[src/rtl/axi128_pkg.sv]
// Shared types and constants for the 128-bit AXI copy engine.
// The 4 KB page check helper is used only when AXI_DMA128_RESP_CHECK_EN is defined.
package axi128_pkg;

  localparam int DATA_W = 128;
  localparam int ADDR_W = 40;
  localparam int ID_W   = 8;

  localparam logic [1:0] BURST_INCR = 2'b01;
  localparam logic [2:0] SIZE_16B   = 3'b100;
  localparam logic [1:0] RESP_OKAY  = 2'b00;

  typedef enum logic [2:0] {
    ST_IDLE,
    ST_AR,
    ST_R,
    ST_AW,
    ST_W,
    ST_B
  } dma_state_e;

  // beat_off is address bits [11:4]; true when the burst runs past the page end.
  function automatic logic crosses_4k(input logic [7:0] beat_off, input logic [3:0] len);
    logic [12:0] start_b;
    logic [12:0] nbytes;
    start_b = {1'b0, beat_off, 4'b0000};
    nbytes  = {4'b0000, ({1'b0, len} + 5'd1), 4'b0000};
    return (start_b + nbytes) > 13'h1000;
  endfunction

endpackage

[src/rtl/axi_dma128_buf.sv]
// 16 x 128-bit beat buffer: one write port filled from R, one registered read port feeding W.
module axi_dma128_buf
  import axi128_pkg::*;
(
  input  logic              clk,
  input  logic              rst_n,
  input  logic              wr_en,
  input  logic [3:0]        wr_addr,
  input  logic [DATA_W-1:0] wr_data,
  input  logic              rd_en,
  input  logic [3:0]        rd_addr,
  output logic [DATA_W-1:0] rd_data
);

  logic [DATA_W-1:0] mem [16];

  // Storage is deliberately not reset; only the read register is.
  always_ff @(posedge clk) begin
    if (wr_en) begin
      mem[wr_addr] <= wr_data;
    end
  end

  always_ff @(posedge clk or negedge rst_n) begin
    if (!rst_n) begin
      rd_data <= '0;
    end else if (rd_en) begin
      rd_data <= mem[rd_addr];
    end
  end

endmodule

[src/rtl/axi_dma128_master.sv]
// Single-channel AXI 128-bit copy engine: one INCR read burst into a local buffer, then one INCR write burst.
// Optional response/ID/rlast/4 KB checking and the err port are built when AXI_DMA128_RESP_CHECK_EN is defined.
module axi_dma128_master
  import axi128_pkg::*;
#(
  parameter logic [ID_W-1:0] AXI_ID = 8'h5A
) (
  input  logic              pll_core_cpuclk,
  input  logic              pad_cpu_rst_b,
  input  logic              cmd_valid,
  output logic              cmd_ready,
  input  logic [ADDR_W-1:0] cmd_src,
  input  logic [ADDR_W-1:0] cmd_dst,
  input  logic [3:0]        cmd_len,
  output logic              busy,
  output logic              done,
`ifdef AXI_DMA128_RESP_CHECK_EN
  output logic              err,
`endif
  output logic [ADDR_W-1:0] araddr_m0,
  output logic [7:0]        arlen_m0,
  output logic [2:0]        arsize_m0,
  output logic [1:0]        arburst_m0,
  output logic [ID_W-1:0]   arid_m0,
  output logic [3:0]        arcache_m0,
  output logic [2:0]        arprot_m0,
  output logic              arvalid_m0,
  input  logic              arready_m0,
  input  logic [DATA_W-1:0] rdata_m0,
  input  logic [ID_W-1:0]   rid_m0,
  input  logic [1:0]        rresp_m0,
  input  logic              rlast_m0,
  input  logic              rvalid_m0,
  output logic              rready_m0,
  output logic [ADDR_W-1:0] awaddr_m0,
  output logic [7:0]        awlen_m0,
  output logic [2:0]        awsize_m0,
  output logic [1:0]        awburst_m0,
  output logic [ID_W-1:0]   awid_m0,
  output logic [3:0]        awcache_m0,
  output logic [2:0]        awprot_m0,
  output logic              awvalid_m0,
  input  logic              awready_m0,
  output logic [DATA_W-1:0] wdata_m0,
  output logic [DATA_W/8-1:0] wstrb_m0,
  output logic [ID_W-1:0]   wid_m0,
  output logic              wlast_m0,
  output logic              wvalid_m0,
  input  logic              wready_m0,
  input  logic [ID_W-1:0]   bid_m0,
  input  logic [1:0]        bresp_m0,
  input  logic              bvalid_m0,
  output logic              bready_m0
);

  dma_state_e        state_q, state_d;
  logic [3:0]        cnt_q, cnt_d;
  logic [3:0]        len_q;
  logic [ADDR_W-1:0] src_q, dst_q;
  logic              done_q;
  logic              accept, cnt_last, r_beat, w_beat, b_beat;
  logic              rd_en;
  logic [3:0]        rd_addr;

  assign accept   = (state_q == ST_IDLE) && cmd_valid;
  assign cnt_last = (cnt_q == len_q);
  assign r_beat   = (state_q == ST_R) && rvalid_m0;
  assign w_beat   = (state_q == ST_W) && wready_m0;
  assign b_beat   = (state_q == ST_B) && bvalid_m0;

  always_ff @(posedge pll_core_cpuclk or negedge pad_cpu_rst_b) begin
    if (!pad_cpu_rst_b) begin
      state_q <= ST_IDLE;
      cnt_q   <= '0;
      len_q   <= '0;
      src_q   <= '0;
      dst_q   <= '0;
      done_q  <= 1'b0;
    end else begin
      state_q <= state_d;
      cnt_q   <= cnt_d;
      done_q  <= b_beat;
      if (accept) begin
        src_q <= {cmd_src[ADDR_W-1:4], 4'b0000};
        dst_q <= {cmd_dst[ADDR_W-1:4], 4'b0000};
        len_q <= cmd_len;
      end
    end
  end

  always_comb begin
    state_d    = state_q;
    cnt_d      = cnt_q;
    cmd_ready  = 1'b0;
    busy       = 1'b1;
    arvalid_m0 = 1'b0;
    rready_m0  = 1'b0;
    awvalid_m0 = 1'b0;
    wvalid_m0  = 1'b0;
    wlast_m0   = 1'b0;
    bready_m0  = 1'b0;
    unique case (state_q)
      ST_IDLE: begin
        cmd_ready = 1'b1;
        busy      = 1'b0;
        if (cmd_valid) begin
          state_d = ST_AR;
          cnt_d   = '0;
        end
      end
      ST_AR: begin
        arvalid_m0 = 1'b1;
        if (arready_m0) state_d = ST_R;
      end
      ST_R: begin
        // The beat count, not rlast, ends the read phase.
        rready_m0 = 1'b1;
        if (rvalid_m0) begin
          if (cnt_last) begin
            cnt_d   = '0;
            state_d = ST_AW;
          end else begin
            cnt_d = cnt_q + 4'd1;
          end
        end
      end
      ST_AW: begin
        awvalid_m0 = 1'b1;
        if (awready_m0) state_d = ST_W;
      end
      ST_W: begin
        wvalid_m0 = 1'b1;
        wlast_m0  = cnt_last;
        if (wready_m0) begin
          if (cnt_last) begin
            cnt_d   = '0;
            state_d = ST_B;
          end else begin
            cnt_d = cnt_q + 4'd1;
          end
        end
      end
      ST_B: begin
        bready_m0 = 1'b1;
        if (bvalid_m0) state_d = ST_IDLE;
      end
      default: state_d = ST_IDLE;
    endcase
  end

  // Payloads are zero outside their valid phase so every output idles at 0.
  assign araddr_m0  = arvalid_m0 ? src_q : '0;
  assign arlen_m0   = arvalid_m0 ? {4'b0000, len_q} : '0;
  assign arsize_m0  = arvalid_m0 ? SIZE_16B : '0;
  assign arburst_m0 = arvalid_m0 ? BURST_INCR : '0;
  assign arid_m0    = arvalid_m0 ? AXI_ID : '0;
  assign arcache_m0 = '0;
  assign arprot_m0  = '0;

  assign awaddr_m0  = awvalid_m0 ? dst_q : '0;
  assign awlen_m0   = awvalid_m0 ? {4'b0000, len_q} : '0;
  assign awsize_m0  = awvalid_m0 ? SIZE_16B : '0;
  assign awburst_m0 = awvalid_m0 ? BURST_INCR : '0;
  assign awid_m0    = awvalid_m0 ? AXI_ID : '0;
  assign awcache_m0 = '0;
  assign awprot_m0  = '0;

  assign wstrb_m0 = wvalid_m0 ? {(DATA_W/8){1'b1}} : '0;
  assign wid_m0   = wvalid_m0 ? AXI_ID : '0;
  assign done     = done_q;

  // Prefetch the next beat on an accepted W beat so wdata always comes from a flop.
  assign rd_addr = w_beat ? (cnt_q + 4'd1) : cnt_q;
  assign rd_en   = (state_q == ST_AW) || ((state_q == ST_W) && !(w_beat && cnt_last));

  axi_dma128_buf u_buf (
    .clk     (pll_core_cpuclk),
    .rst_n   (pad_cpu_rst_b),
    .wr_en   (r_beat),
    .wr_addr (cnt_q),
    .wr_data (rdata_m0),
    .rd_en   (rd_en),
    .rd_addr (rd_addr),
    .rd_data (wdata_m0)
  );

`ifdef AXI_DMA128_RESP_CHECK_EN
  logic err_q;
  logic err_set;

  always_comb begin
    err_set = 1'b0;
    if (r_beat && ((rresp_m0 != RESP_OKAY) || (rid_m0 != AXI_ID) || (rlast_m0 != cnt_last))) begin
      err_set = 1'b1;
    end
    if (b_beat && ((bresp_m0 != RESP_OKAY) || (bid_m0 != AXI_ID))) begin
      err_set = 1'b1;
    end
  end

  always_ff @(posedge pll_core_cpuclk or negedge pad_cpu_rst_b) begin
    if (!pad_cpu_rst_b) begin
      err_q <= 1'b0;
    end else if (accept) begin
      err_q <= crosses_4k(cmd_src[11:4], cmd_len) || crosses_4k(cmd_dst[11:4], cmd_len);
    end else if (err_set) begin
      err_q <= 1'b1;
    end
  end

  assign err = err_q;
`endif

  logic unused_inputs;
  assign unused_inputs = ^{cmd_src[3:0], cmd_dst[3:0], rid_m0, rresp_m0, rlast_m0, bid_m0, bresp_m0};

endmodule

[config.mk]
export PLATFORM = sky130hd
export DESIGN_NAME = axi_dma128_master
export DESIGN_NICKNAME = d
export VERILOG_FILES = /design/src/rtl/axi128_pkg.sv /design/src/rtl/axi_dma128_buf.sv /design/src/rtl/axi_dma128_master.sv
export SDC_FILE = /design/constraint.sdc
export NUM_CORES = 2
export LEC_CHECK = 0
export CORE_MARGIN = 1.5
export CORE_UTILIZATION = 47
export DETAILED_ROUTE_END_ITERATION = 16
export PLACE_DENSITY = 0.76
export SYNTH_ARGS = -nofsm -noshare
export SYNTH_HDL_FRONTEND = slang
export SYNTH_SLANG_ARGS = --single-unit
export TNS_END_PERCENT = 1
[constraint.sdc]
create_clock -name pll_core_cpuclk -period 26.7 [get_ports pll_core_cpuclk]
set_input_delay 5.34 -clock pll_core_cpuclk [delete_from_list [all_inputs] [get_ports pll_core_cpuclk]]
set_output_delay 5.34 -clock pll_core_cpuclk [all_outputs]
set_load 0.03 [all_outputs]
==> impl.org <==
** Run status
- Result of the run :: complete, no violations

** Final layout
- Commonest cells after routing, fill and taps aside :: 2048 x sky130_fd_sc_hd__edfxtp_1, 552 x sky130_fd_sc_hd__o22ai_1, 513 x sky130_fd_sc_hd__nand2_1, 498 x sky130_fd_sc_hd__mux2_2, 459 x sky130_fd_sc_hd__clkdlybuf4s50_1
- The multi-input combinational cells in the finished layout cover a total of 0.0264 sq mm.
- Area delta synth->final :: 14.6%
- The layout has 15.5k filler cells.
- Measured on the finished design, the core utilization comes to between 50% and 60%.
- Final net count :: 6822
- Most common cell after layout, fill and taps aside :: sky130_fd_sc_hd__edfxtp_1
- After the flow finishes, the layout carries non-filler instances totaling 9470.
- Area taken by flip-flops and latches :: 0.0668 sq mm
- The post-route netlist has 17.8% of its cells at a drive strength greater than 1.

** STA
- For this run, the top clock speed supported by timing is roughly 100 MHz.
- Setup TNS :: 0 ns
- Slew at the pin closest to its max-slew limit :: 1.31 ns
- Setup repair after global routing missed its margin :: no
- Max transition margin :: around an eighth
- After layout, the worst path uses 36.6% of the clock period.
- Counting I/O delays and the setup requirement, the final critical path takes 9.77 ns.
- Clock skew on the completed layout was measured at ~0.052 ns.
- Setup violations remaining at the end of the flow were counted as 0.
- The final-report max-slew violation count came to 0.
- Final count of hold timing violations :: 0

** Route
- First-pass DRT Iterations :: 6
- Total wire length after detailed routing :: 279 mm
- Initial DRC count :: 8313
- Vias per cell :: 6.67
- After detailed routing, the average wire length per cell comes to just under 30 um.
- The final route contains roughly 63k vias.
- For this run, design rule violations remaining after detail routing come to 0.
- Post-detailed-route count of antenna-violating nets :: 0

** Power and ir drop
- Power spread over the standard cell area amounts to 97.3 mW/mm^2.
- The internal power of the cells totals 7050 uW.
- IR analysis of the VDD net gives a maximum drop of about 0.000076 V.
- Share of power burned in combinational logic :: 30.6%
- Clock network fraction of design power :: ~30%
- Per report_power, the sequential group accounts for about two fifths of the total.
- P_leak :: 0.0342 uW
- Switch share :: 33.9%
- For this design the total switching power over the nets is about 3600 uW.

** CTS
- Buffers inserted to repair hold after CTS numbered 0.
- TritonCTS clock tree :: built
- Master cell of the clock root buffer :: sky130_fd_sc_hd__clkbuf_16
- Number of clock buffers inserted by TritonCTS :: 220
- Clock-pin slew of the registers on the worst-case setup and hold paths :: 0.06 ns
- In this run, post-CTS repair resized a total of 0 instances.
- At the later pin of the worst-skew pair, clock insertion delay measures slightly below 0.9 ns.
- Total clock sinks :: between 2k and 2.5k
- After clock tree synthesis, the setup repair step added 0 buffers.
- The H-tree generated during clock tree synthesis spans 4 levels.
- Counting along the longest clock path gives a buffer depth of 3.

** Synthesis
- Synthesized area per cell :: 15.1 sq um
- Sequential cells were found to cover 69.8% of the synthesized design area.
- After synthesis, the largest area contributor takes up about 64% of total cell area.
- Dominant register cell in the synthesized netlist :: sky130_fd_sc_hd__edfxtp_1
- Synthesis handed over a netlist of 6339 instances.
- The synthesized design contains 2048 enable-type register cells.
- In the synthesized netlist the async set-or-reset flop fraction comes to under 10%.
- Largest cells by area after synthesis :: sky130_fd_sc_hd__edfxtp_1 64%, sky130_fd_sc_hd__mux2_2 5.9%, sky130_fd_sc_hd__dfrtp_1 5.5%
- In this run the cell area of the synthesized design comes to ~0.096 sq mm.
- Yosys Warn Count :: 0
- The synthesized design spends more area on one cell type than any other, namely sky130_fd_sc_hd__edfxtp_1.
- The synthesized netlist contains 60 unique library cells.
- Synthesis-stage register bit count :: approximately 2.3k

** GRT
- Entering global routing, the biggest net connects about 190 pins.
- Number of antenna violations at the first check in global routing :: 48
- The first global-routing pass estimated 406 mm of wire.
- Tot GR Track Use :: 26.4%
- The number of global-route vias before repair is 62.5k.
- Remaining global-route overflow :: 0

** Worst setup path
- The largest single stage delay on the critical path is 1.09 ns.
- The slowest stage of the critical path is the sky130_fd_sc_hd__mux2i_4 cell.
- The worst setup path is of the in -> reg kind.
- Data arrival, critical path :: about 11 ns
- At the worst endpoint, the required time is between 20 and 30 ns.
- Highest fanout seen on the critical path :: between 40 and 50
- Timing startpoint of the critical path :: wready_m0
- The startpoint identified for the worst register-to-register timing path is cnt_q[0].
- Library cell appearing most often on the critical path :: sky130_fd_sc_hd__buf_4
- STA classifies the critical path startpoint as a primary input.
- STA classifies the critical path endpoint as a flip-flop.
- Crit-path cells :: clkdlybuf4s50_1 -> nand4bb_4 -> buf_4 -> mux2i_4 -> buf_4 -> buf_4 -> o22ai_1 -> nor3_1 -> o32ai_1 -> a21oi_1

** Die
- The total area inside the core boundary comes to roughly 0.2 sq mm.
- The floorplan step set the die height to 454 um.
- The floorplan step defined a die boundary enclosing 0.206 sq mm.
- Initial cell density of the core :: 47.3%
- Number of placement rows :: 165
- Die Width :: about 450 um
- Number of top-level design ports :: 538

** Min path
- The worst hold path begins at dst_q[16].
- The tightest min-delay check is of the reg -> reg type.

** Flow run
- The tool flagged a number of max-cap violations equal to 0.

** Place
- Placed wire-length estimate :: between 100 and 150 mm
- Once placement completed, the tool counted placed cells totaling 9027.
- Weighted congestion reported at the end of routability-driven placement :: ~0.81
- Count of buffers inserted at the top-level ports :: 460
-- registers in the layout, summed over array words and instances, names as in the netlist --
register and cells:
state_q 3, src_q 36, u_buf.rd_data 128, done 1, u_buf.mem 2048, dst_q 36
len_q 4, cnt_q 4
-- power groups by stage --
stage,registers (uW),logic (uW),clock network (uW)
2_1_floorplan,4400,2020,0
3_3_place_gp,4310,3150,0
3_5_place_dp,4320,3220,0
4_1_cts,4250,3240,3160
5_1_grt,4270,3440,3300
6_report,4250,3270,3140
-- worst paths after layout --
kind                                      end  slack (ns)  depth (start not counted)
setup / recovery            u_buf.rd_data[78]       16.93                         10
hold / removal                      dst_q[16]        0.50                          1
setup reg to reg           u_buf.rd_data[120]       19.95                         11
hold reg to reg                     dst_q[16]        0.50                          1
max in group asynchronous            cnt_q[0]       19.80                          3
min in group asynchronous   u_buf.rd_data[72]        4.51                          1
-- cells by family after synthesis --
family / share of synthesized area, %
AO/OA/AOI/OAI: 11.4
XOR/XNOR: 0.0810
adder cells (fa/ha/maj): 0.0523
buffers and inverters: 3.10
flip-flops: 69.8
multiplexers: 9.75
other: 0.00392
AND/OR/NAND/NOR: 5.86
-- synth_stat cells, types with 14 or more instances --
| cell type | count |
|---|---|
| sky130_fd_sc_hd__a211oi_1 | 68 |
| sky130_fd_sc_hd__a21oi_1 | 197 |
| sky130_fd_sc_hd__a221oi_2 | 15 |
| sky130_fd_sc_hd__a31oi_1 | 57 |
| sky130_fd_sc_hd__a32oi_1 | 54 |
| sky130_fd_sc_hd__and2_1 | 88 |
| sky130_fd_sc_hd__buf_1 | 56 |
| sky130_fd_sc_hd__buf_2 | 150 |
| sky130_fd_sc_hd__buf_4 | 92 |
| sky130_fd_sc_hd__buf_6 | 14 |
| sky130_fd_sc_hd__clkbuf_1 | 302 |
| sky130_fd_sc_hd__dfrtp_1 | 212 |
| sky130_fd_sc_hd__edfxtp_1 | 2048 |
| sky130_fd_sc_hd__mux2_2 | 498 |
| sky130_fd_sc_hd__mux2i_1 | 57 |
| sky130_fd_sc_hd__mux4_2 | 138 |
| sky130_fd_sc_hd__nand2_1 | 517 |
| sky130_fd_sc_hd__nand3_1 | 231 |
| sky130_fd_sc_hd__nor2_1 | 94 |
| sky130_fd_sc_hd__nor3_1 | 147 |
| sky130_fd_sc_hd__nor3_2 | 46 |
| sky130_fd_sc_hd__nor4_1 | 20 |
| sky130_fd_sc_hd__o21ai_0 | 143 |
| sky130_fd_sc_hd__o21ai_1 | 19 |
| sky130_fd_sc_hd__o221ai_1 | 306 |
| sky130_fd_sc_hd__o22ai_1 | 552 |
| sky130_fd_sc_hd__o32ai_1 | 110 |
-- metal layers --
metal	share of wire, %	routed length [um]	track usage [%]	vias to the layer above
met2	48	135000	43.0	4414
met5	0.059	166	0	-
li1	-	-	-	26100
met1	36	100000	33.7	32000
met4	4.6	12900	13.0	24
met3	11	31000	5.35	708
-- layout make-up --
class,count,area share (%)
Antenna cell,29,0.0662
Clock buffer,294,5.50
Clock inverter,120,1.21
Inverter,6,0.0228
Multi-Input combinational cell,3506,24.1
Sequential cell,2260,60.9
Tap cell,2672,3.05
Timing Repair Buffer,583,5.15
-- per-stage QoR --
stage          power [uW]  worst slack (ns)  cell area [sq um]  hold WS, ns
6_report            10700             16.93             110000        0.496
5_1_grt             11000             16.87             110000        0.508
2_1_floorplan        6420             11.68              95900        0.472
3_5_place_dp         7540             16.21             102000        0.487
4_1_cts             10600             17.12             110000        0.501
3_3_place_gp         7460             16.33             102000        0.482
-- critical path: cells and delay by family --
| kind | cells | cell delay, ns |
|---|---|---|
| buffers and inverters | 4 | 2.85 |
| muxes | 1 | 1.09 |
| and+or+nand+nor | 2 | 0.57 |
| AOI/OAI and AO/OA | 3 | 0.50 |
Power figures use the tool's default switching activity.
